### config.mk
export PLATFORM = sky130hd
export DESIGN_NAME = piso_serializer_flat
export DESIGN_NICKNAME = d
export VERILOG_FILES = /design/src/rtl/piso_serializer_if.sv /design/src/rtl/piso_serializer.sv /design/src/flat_wrapper.sv
export SDC_FILE = /design/constraint.sdc
export NUM_CORES = 1
export LEC_CHECK = 0
export BUFFER_PORTS_ARGS = -buffer_cell sky130_fd_sc_hd__buf_4
export CAP_MARGIN = 20
export CORE_MARGIN = 2
export CORE_UTILIZATION = 29
export DETAILED_ROUTE_END_ITERATION = 16
export PLACE_DENSITY = 0.45
export SYNTH_ARGS = -nofsm -noshare
export SYNTH_HDL_FRONTEND = slang
export SYNTH_SLANG_ARGS = --single-unit
### constraint.sdc
create_clock -name clk -period 2.55 [get_ports clk]
set_input_delay 0.1275 -clock clk [delete_from_list [all_inputs] [get_ports clk]]
set_output_delay 0.1275 -clock clk [all_outputs]
set_load 0.01 [all_outputs]
### src/rtl/piso_serializer_if.sv
// rtl/piso_serializer_if.sv - load handshake and serial stream bundle for piso_serializer
`timescale 1ns/1ps
interface piso_serializer_if #(
   parameter int WIDTH = 8
);
   logic             in_valid;
   logic             in_ready;
   logic [WIDTH-1:0] parallel_in;
   logic             shift_en;
   logic             serial_out;
   logic             out_valid;
   logic             last;

   modport master (
      output in_valid, parallel_in, shift_en,
      input  in_ready, serial_out, out_valid, last
   );

   modport slave (
      input  in_valid, parallel_in, shift_en,
      output in_ready, serial_out, out_valid, last
   );
endinterface

### src/rtl/piso_serializer.sv
// rtl/piso_serializer.sv - parallel-in serial-out shifter; define PISO_PARITY_EN to append an even-parity bit
`timescale 1ns/1ps
module piso_serializer #(
   parameter int WIDTH     = 8,
   parameter bit LSB_FIRST = 1'b0
) (
   input  logic             clk,
   input  logic             rst,
   piso_serializer_if.slave bus
);
   localparam int CNT_W = $clog2(WIDTH + 1);
`ifdef PISO_PARITY_EN
   localparam int FRAME_LEN = WIDTH + 1;
`else
   localparam int FRAME_LEN = WIDTH;
`endif
   localparam logic [CNT_W-1:0] LAST_CNT = CNT_W'(FRAME_LEN - 1);

   typedef enum logic {IDLE, SHIFT} state_t;

   state_t           state;
   state_t           state_nxt;
   logic [WIDTH-1:0] shift_reg;
   logic [WIDTH-1:0] shift_nxt;
   logic [CNT_W-1:0] cnt;
   logic             at_last;
   logic             out_end;
   logic             data_bit;
   logic             ready;
   logic             accept;

   assign at_last   = (cnt == LAST_CNT);
   assign out_end   = LSB_FIRST ? shift_reg[0] : shift_reg[WIDTH-1];
   assign shift_nxt = LSB_FIRST ? (shift_reg >> 1) : (shift_reg << 1);

`ifdef PISO_PARITY_EN
   logic parity_q;

   // Parity is latched with the word so later parallel_in changes cannot disturb it.
   always_ff @(posedge clk or posedge rst) begin
      if (rst) begin
         parity_q <= 1'b0;
      end else if (accept) begin
         parity_q <= ^bus.parallel_in;
      end
   end

   assign data_bit = (cnt == CNT_W'(WIDTH)) ? parity_q : out_end;
`else
   assign data_bit = out_end;
`endif

   always_ff @(posedge clk or posedge rst) begin
      if (rst) begin
         state <= IDLE;
      end else begin
         state <= state_nxt;
      end
   end

   always_comb begin
      state_nxt      = state;
      ready          = 1'b0;
      accept         = 1'b0;
      bus.out_valid  = 1'b0;
      bus.last       = 1'b0;
      bus.serial_out = 1'b0;
      case (state)
         IDLE: begin
            ready  = 1'b1;
            accept = bus.in_valid;
            if (accept) begin
               state_nxt = SHIFT;
            end
         end
         SHIFT: begin
            bus.out_valid  = 1'b1;
            bus.last       = at_last;
            bus.serial_out = data_bit;
            ready          = at_last & bus.shift_en;
            accept         = bus.in_valid & ready;
            if (at_last && bus.shift_en && !accept) begin
               state_nxt = IDLE;
            end
         end
         default: state_nxt = IDLE;
      endcase
      bus.in_ready = ready;
   end

   // A reload on the last bit restarts the frame with no idle gap.
   always_ff @(posedge clk or posedge rst) begin
      if (rst) begin
         shift_reg <= '0;
         cnt       <= '0;
      end else if (accept) begin
         shift_reg <= bus.parallel_in;
         cnt       <= '0;
      end else if (state == SHIFT && bus.shift_en) begin
         shift_reg <= shift_nxt;
         cnt       <= at_last ? '0 : cnt + CNT_W'(1);
      end
   end
endmodule
### src/flat_wrapper.sv
// flat-port wrapper written by rule: the top's interface ports become plain ports
module piso_serializer_flat 
#(
   parameter int WIDTH     = 8,
   parameter bit LSB_FIRST = 1'b0
)
  (clk, rst, bus_in_valid, bus_parallel_in, bus_shift_en, bus_in_ready, bus_serial_out, bus_out_valid, bus_last);
  piso_serializer_if #(.WIDTH(WIDTH)) bus_i ();
  input  logic clk;
  input  logic rst;
  input wire logic [$bits(bus_i.in_valid)-1:0] bus_in_valid;
  input wire logic [$bits(bus_i.parallel_in)-1:0] bus_parallel_in;
  input wire logic [$bits(bus_i.shift_en)-1:0] bus_shift_en;
  output wire logic [$bits(bus_i.in_ready)-1:0] bus_in_ready;
  output wire logic [$bits(bus_i.serial_out)-1:0] bus_serial_out;
  output wire logic [$bits(bus_i.out_valid)-1:0] bus_out_valid;
  output wire logic [$bits(bus_i.last)-1:0] bus_last;
  assign bus_i.in_valid = bus_in_valid;
  assign bus_i.parallel_in = bus_parallel_in;
  assign bus_i.shift_en = bus_shift_en;
  assign bus_in_ready = bus_i.in_ready;
  assign bus_serial_out = bus_i.serial_out;
  assign bus_out_valid = bus_i.out_valid;
  assign bus_last = bus_i.last;
  piso_serializer #(.WIDTH(WIDTH), .LSB_FIRST(LSB_FIRST)) u_core (.clk(clk), .rst(rst), .bus(bus_i));
endmodule
# [Word level (Yosys, flattened, before mapping)]
# Cells that the tools add are included.
[op_classes] n_eq_ne=1 add_sub_neg=1 bitwise=3 muxes=13 reduce_logical=5
[ops] cell="$mux 8" n=2
[ops] cell="$mux 4" n=3
[ops] cell="$pmux 1 s2" n=3
[ops] cell="$mux 1" n=5
[ops] cell="$add 4x1->4 const B" n=1
[ops] cell="$eq 4x3->1 const B" n=1
[ops] cell="$logic_and 1x1->1" n=3
[ops] cell="$and 1x1->1" n=2
[ops] cell="$reduce_bool 2->1" n=1
[ops] cell="$logic_not 1->1" n=1
[ops] cell="$not 1->1" n=1
[totals] inputBits=12 elab_cells=26 ff_bits=13

# [Depth between registers and ports, before layout]
[logic_depth] depth_word=7 mapped_depth=4 depth_no_buf=4

# [Worst setup path after synthesis]
# OpenSTA, ideal clock, no wires.
[synth_path] path_kind="register to register" start="register u_core.cnt[0]" end="register u_core.shift_reg[1]" setup_slack_ps=1219 t_arrival_ps=1205 required_ps=2424 period_less_slack_ps=1331 n_path_buf=0 path_stages_with_launch=5 path_cell_list="dfrtp_1 -> ha_1 -> and3b_4 -> a21oi_4 -> a221o_1"
[synth_between] elab_chain_cells=5 elab_cells_between_ends=6
[synth_lines] item="start: declaration" line="piso_serializer.sv:25" text="logic [CNT_W-1:0] cnt;"
[synth_lines] item="start signal: assignment" line="piso_serializer.sv:101" text="cnt <= at_last ? '0 : cnt + CNT_W'(1);"
[synth_lines] item="$eq 4x3->1 *" line="piso_serializer.sv:32" text="assign at_last = (cnt == LAST_CNT);"
[synth_lines] item="$and 1x1->1 *" line="piso_serializer.sv:80" text="ready = at_last & bus.shift_en;"
[synth_lines] item="$and 1x1->1 *" line="piso_serializer.sv:81" text="accept = bus.in_valid & ready;"
[synth_lines] item="$pmux 1 s2 *" line="piso_serializer.sv:68" text="case (state)"
[synth_lines] item="$mux 8 / $reduce_bool 2->1 (equally long branches)"
[synth_lines] item="end signal: assignment" line="piso_serializer.sv:97" text="shift_reg <= bus.parallel_in;"
[synth_lines] item="end signal: assignment" line="piso_serializer.sv:100" text="shift_reg <= shift_nxt;"
[synth_lines] item="end: declaration" line="piso_serializer.sv:23" text="logic [WIDTH-1:0] shift_reg;"
# Mark *: on every way between the ends. The rest lies on a longest branch, timed or not.
# A chain may end at the register's enable or synchronous reset.

# [Worst setup path after layout]
[layout_path] start="register u_core.cnt[0]" end="output bus_last"
[layout_between] elab_chain_cells=2
[layout_lines] item="$eq 4x3->1" line="piso_serializer.sv:32"
[layout_lines] item="$mux 1" line="piso_serializer.sv:68"
[layout_lines] item="end: declaration" line="flat_wrapper.sv:17" text="output wire logic [$bits(bus_i.last)-1:0] bus_last;"
# No other way between the ends.

==> out/results.env <==
POWER.SHARE.SEQUENTIAL=0.490
HOLD_CLASS='in2reg'
SYNTH.LARGEST_AREA_CELL='sky130_fd_sc_hd__dfrtp_1'
VIA_COUNT_OF_THE_FIRST_GLOBAL_ROUTING_PASS=500
NUM-NETS-FINAL=91
POWER_DENSITY_mW_PER_MM2=799
CLK_ROOT_BUFFER_CELL='sky130_fd_sc_hd__clkbuf_4'
GRT_SETUP_UNREPAIRED='false'
TIMING.FINAL.CRIT_PERIOD_NS=1.59
FINAL.PERIOD_UTILIZATION=0.624
TIMING.CRITICAL_PATH.SLOWEST_CELL_DELAY_NS=0.41
P_LEAK_nW=0.396
PLACED_AREA_UM2=805
GLOBAL_ROUTE.USAGE.TOTAL=0.129
DIE_H_UM=51.8
SLOWEST_STAGE='sky130_fd_sc_hd__dfrtp_1'
SHARE_COMB_OF_TOTAL_POWER=0.316
FIRST_PASS_ITERS=4
POSTSYNTH.TOPFLOPCELL='sky130_fd_sc_hd__dfrtp_1'
H-TREE-DEPTH=1
PATH_MAX_FANOUT=5
SETUP_SLACK_NS=0.958
NETSWITCHINGFRACTION=0.316
SYN_INST=58
DRT_ITER0_DRC=12
GRT_REMAINING_OVERFLOW=0
DRC=0
FINAL_COMMON_CELL='sky130_fd_sc_hd__buf_4'
MAX-CLOCK-PATH-BUFFERS=2
MAX_FREQ_MHz=628
VIAS_PER_CELL=5.06
POST_CTS.REPAIR.SETUP_BUFFERS=0
SYNTH-EDFF-COUNT=0
GRT_START_MAX_NET_PINS=14
CP-START-KIND='flip-flop'
REQUIRED_NS=2.42
TIMING.FINAL.SETUP_VIOLATIONS=0
SYNTH.CELL_AREA_UM2=662
SYNTH_ASYNC_SR_FLOP_SHARE=1.00
WORST-PATH-BUF-INV=1
ROUTED_WL_UM=1420
WORSTMARGINPINSLEW_NS=0.522
HIGHEST_COUNT_CELLS_IN_THE_LAYOUT_IGNORING_FILL_AND_TAPS='sky130_fd_sc_hd__buf_4 (15), sky130_fd_sc_hd__dfrtp_1 (13), sky130_fd_sc_hd__and2_1 (9)'
FINAL-HOLD-VIOLATION-COUNT=0
SLEW-LIMIT-HEADROOM=0.651
YOSYS_REGISTER_BITS=13
FIN_AREA_UM2=841
CLOCK_POWER_SHARE=0.194
FINISH.CELL_COUNT_WITHOUT_FILLERS=105
WIRE_PER_INST_UM=13.5
GRT_ANTENNA_BEFORE_REPAIR=0
CLOCK_SINKS=13
PLACEMENT.IO_BUFFERS=15
POWER.IR.VDD_WORST_mV=0.327
HPWLAFTERDP_UM=1000
CORE_AREA_MM2=0.00219
P_SWITCHING_mW=0.213
ANTENNA_CELLS=0
POWER_mW=0.672
OUTCOME='finished, final reports clean'
PRECTSSETUPSLACK_NS=1.11
SYNTHESIS.YOSYS.WARNINGS=0
DR_TOTAL_VIAS=531
LARGEST_REG_FLOPS=8
SYNTH_SEQUENTIAL_AREA_RATIO=0.491
CLOCK_LATENCY_NS=0.27
DESIGN.DIE.AREA_MM2=0.00268
CRITICAL_PATH_ARRIVAL_NS=1.46
MOST_AREA_CONSUMING_CELLS_AFTER_SYNTHESIS='sky130_fd_sc_hd__dfrtp_1 (49%), sky130_fd_sc_hd__a221o_1 (11%), sky130_fd_sc_hd__and2_1 (8.5%), sky130_fd_sc_hd__o21ai_0 (3.8%), sky130_fd_sc_hd__a21boi_4 (2.8%)'
LAYOUT-DRIVE-GT1-SHARE=0.299
CP-END-KIND='primary output'
TIMING.MAX_CAP.VIOLATIONS=0
PATH_CLASS='reg2out'
TIMING.FINAL.MAX_SLEW_VIOLATIONS=0
DETAIL-ROUTE-ANTENNA-NETS=0
SYN_NETS=71
TRITONCTS='built'
WORSTPATHCELLLIST='ha_1 > and3b_4 > and2_1 > buf_4'
FP.DIEW_UM=51.8
GATE_FAMILY_RESPONSIBLE_FOR_THE_MOST_DELAY_ALONG_THE_WORST_PATH='flip-flops'
GLOBALPLACE.CONGESTION=0.704
P_INT_mW=0.459
CTS_RESIZED=0
GRT_PASS1_WL_UM=2490
STARTING_DENSITY=0.302
TIMING.CLOCK.SKEW_NS=0.00392
FP-ROW-COUNT=17
SYNTH.DISTINCT_CELLS=24
IO_PINS=16
AREA_GROWTH_PCT=27.0
CTS.REPORTEDPATHS.CLKPINSLEW_NS=0.09
POSTSYNTHAREAPERCELL_UM2=11.4
FINAL.SETUP.TNS_NS=0
SYNTHDOMINANTCELLAREASHARE=0.491
CTS_MADE_BUFFERS=3
DP_CELLS=100
## layer usage
| metal | up-vias | track usage | wire (um) |
|---|---|---|---|
| met4 | 0 | 0.0658 | 13 |
| met2 | 9 | 0.162 | 631 |
| met3 | 2 | 0.0345 | 36 |
| met1 | 264 | 0.196 | 735 |
| met5 | - | 0 | 0 |
| li1 | 256 | - | - |
## timing repair
action / 4_1_cts / 5_1_grt
endpoints found under the setup margin: 0 / 0
hold buffers: 1 / 0
endpoints found under the hold margin: 13 / 0
## power by group through the flow
stage	clock, mW	combinational (mW)	sequential [mW]
final	0.130	0.212	0.329
after global routing	0.152	0.240	0.340
after CTS	0.134	0.216	0.328
after detailed placement	0	0.213	0.332
after global placement	0	0.213	0.332
after floorplan	0	0.161	0.313
## synthesized netlist by cell type, types with 2 or more instances
cell	number
sky130_fd_sc_hd__dfrtp_1	13
sky130_fd_sc_hd__and2_1	9
sky130_fd_sc_hd__a221o_1	7
sky130_fd_sc_hd__o21ai_0	5
sky130_fd_sc_hd__nand2_1	3
sky130_fd_sc_hd__inv_1	2
sky130_fd_sc_hd__nand3_1	2
## stage by stage
| stage | utilization | hold WS [ns] |
|---|---|---|
| final | 0.384 | 0.0676 |
| after global routing | 0.384 | 0.0539 |
| after CTS | 0.384 | 0.0667 |
| after detailed placement | 0.367 | 0.196 |
| after global placement | 0.367 | 0.212 |
| after floorplan | - | 0.00446 |
## layout make-up
| cell class | count | area [um2] |
|---|---|---|
| Fill cell | 219 | 1350 |
| Multi-Input combinational cell | 42 | 324 |
| Tap cell | 28 | 35.0 |
| Sequential cell | 13 | 325 |
| Inverter | 2 | 7.51 |
| Timing Repair Buffer | 16 | 123 |
| Clock buffer | 4 | 26.3 |
## kinds of logic (layout without fill, tap and decap cells)
kind of cell | count (synthesis) | count (layout) | share of synthesized area
DFF | 13 | 13 | 0.491
and+or+nand+nor | 20 | 20 | 0.185
AOI/OAI and AO/OA | 20 | 20 | 0.265
buffers and inverters | 3 | 22 | 0.0189
adders and majority gates | 1 | 1 | 0.0189
muxes | 1 | 1 | 0.0208
## worst paths after layout
path / start / end / slack (ns) / cells after the start
hold / removal: bus_parallel_in[0] / u_core.shift_reg[0] / 0.07 / 2
min in group asynchronous: rst / u_core.shift_reg[3] / 0.44 / 3
max in group asynchronous: rst / u_core.state / 1.76 / 3
setup / recovery: u_core.cnt[0] / bus_last / 0.96 / 4
setup reg to reg: u_core.cnt[0] / u_core.shift_reg[1] / 1.10 / 4
hold reg to reg: u_core.shift_reg[2] / u_core.shift_reg[3] / 0.51 / 1
Note: power is estimated with default switching activity, not from simulation.
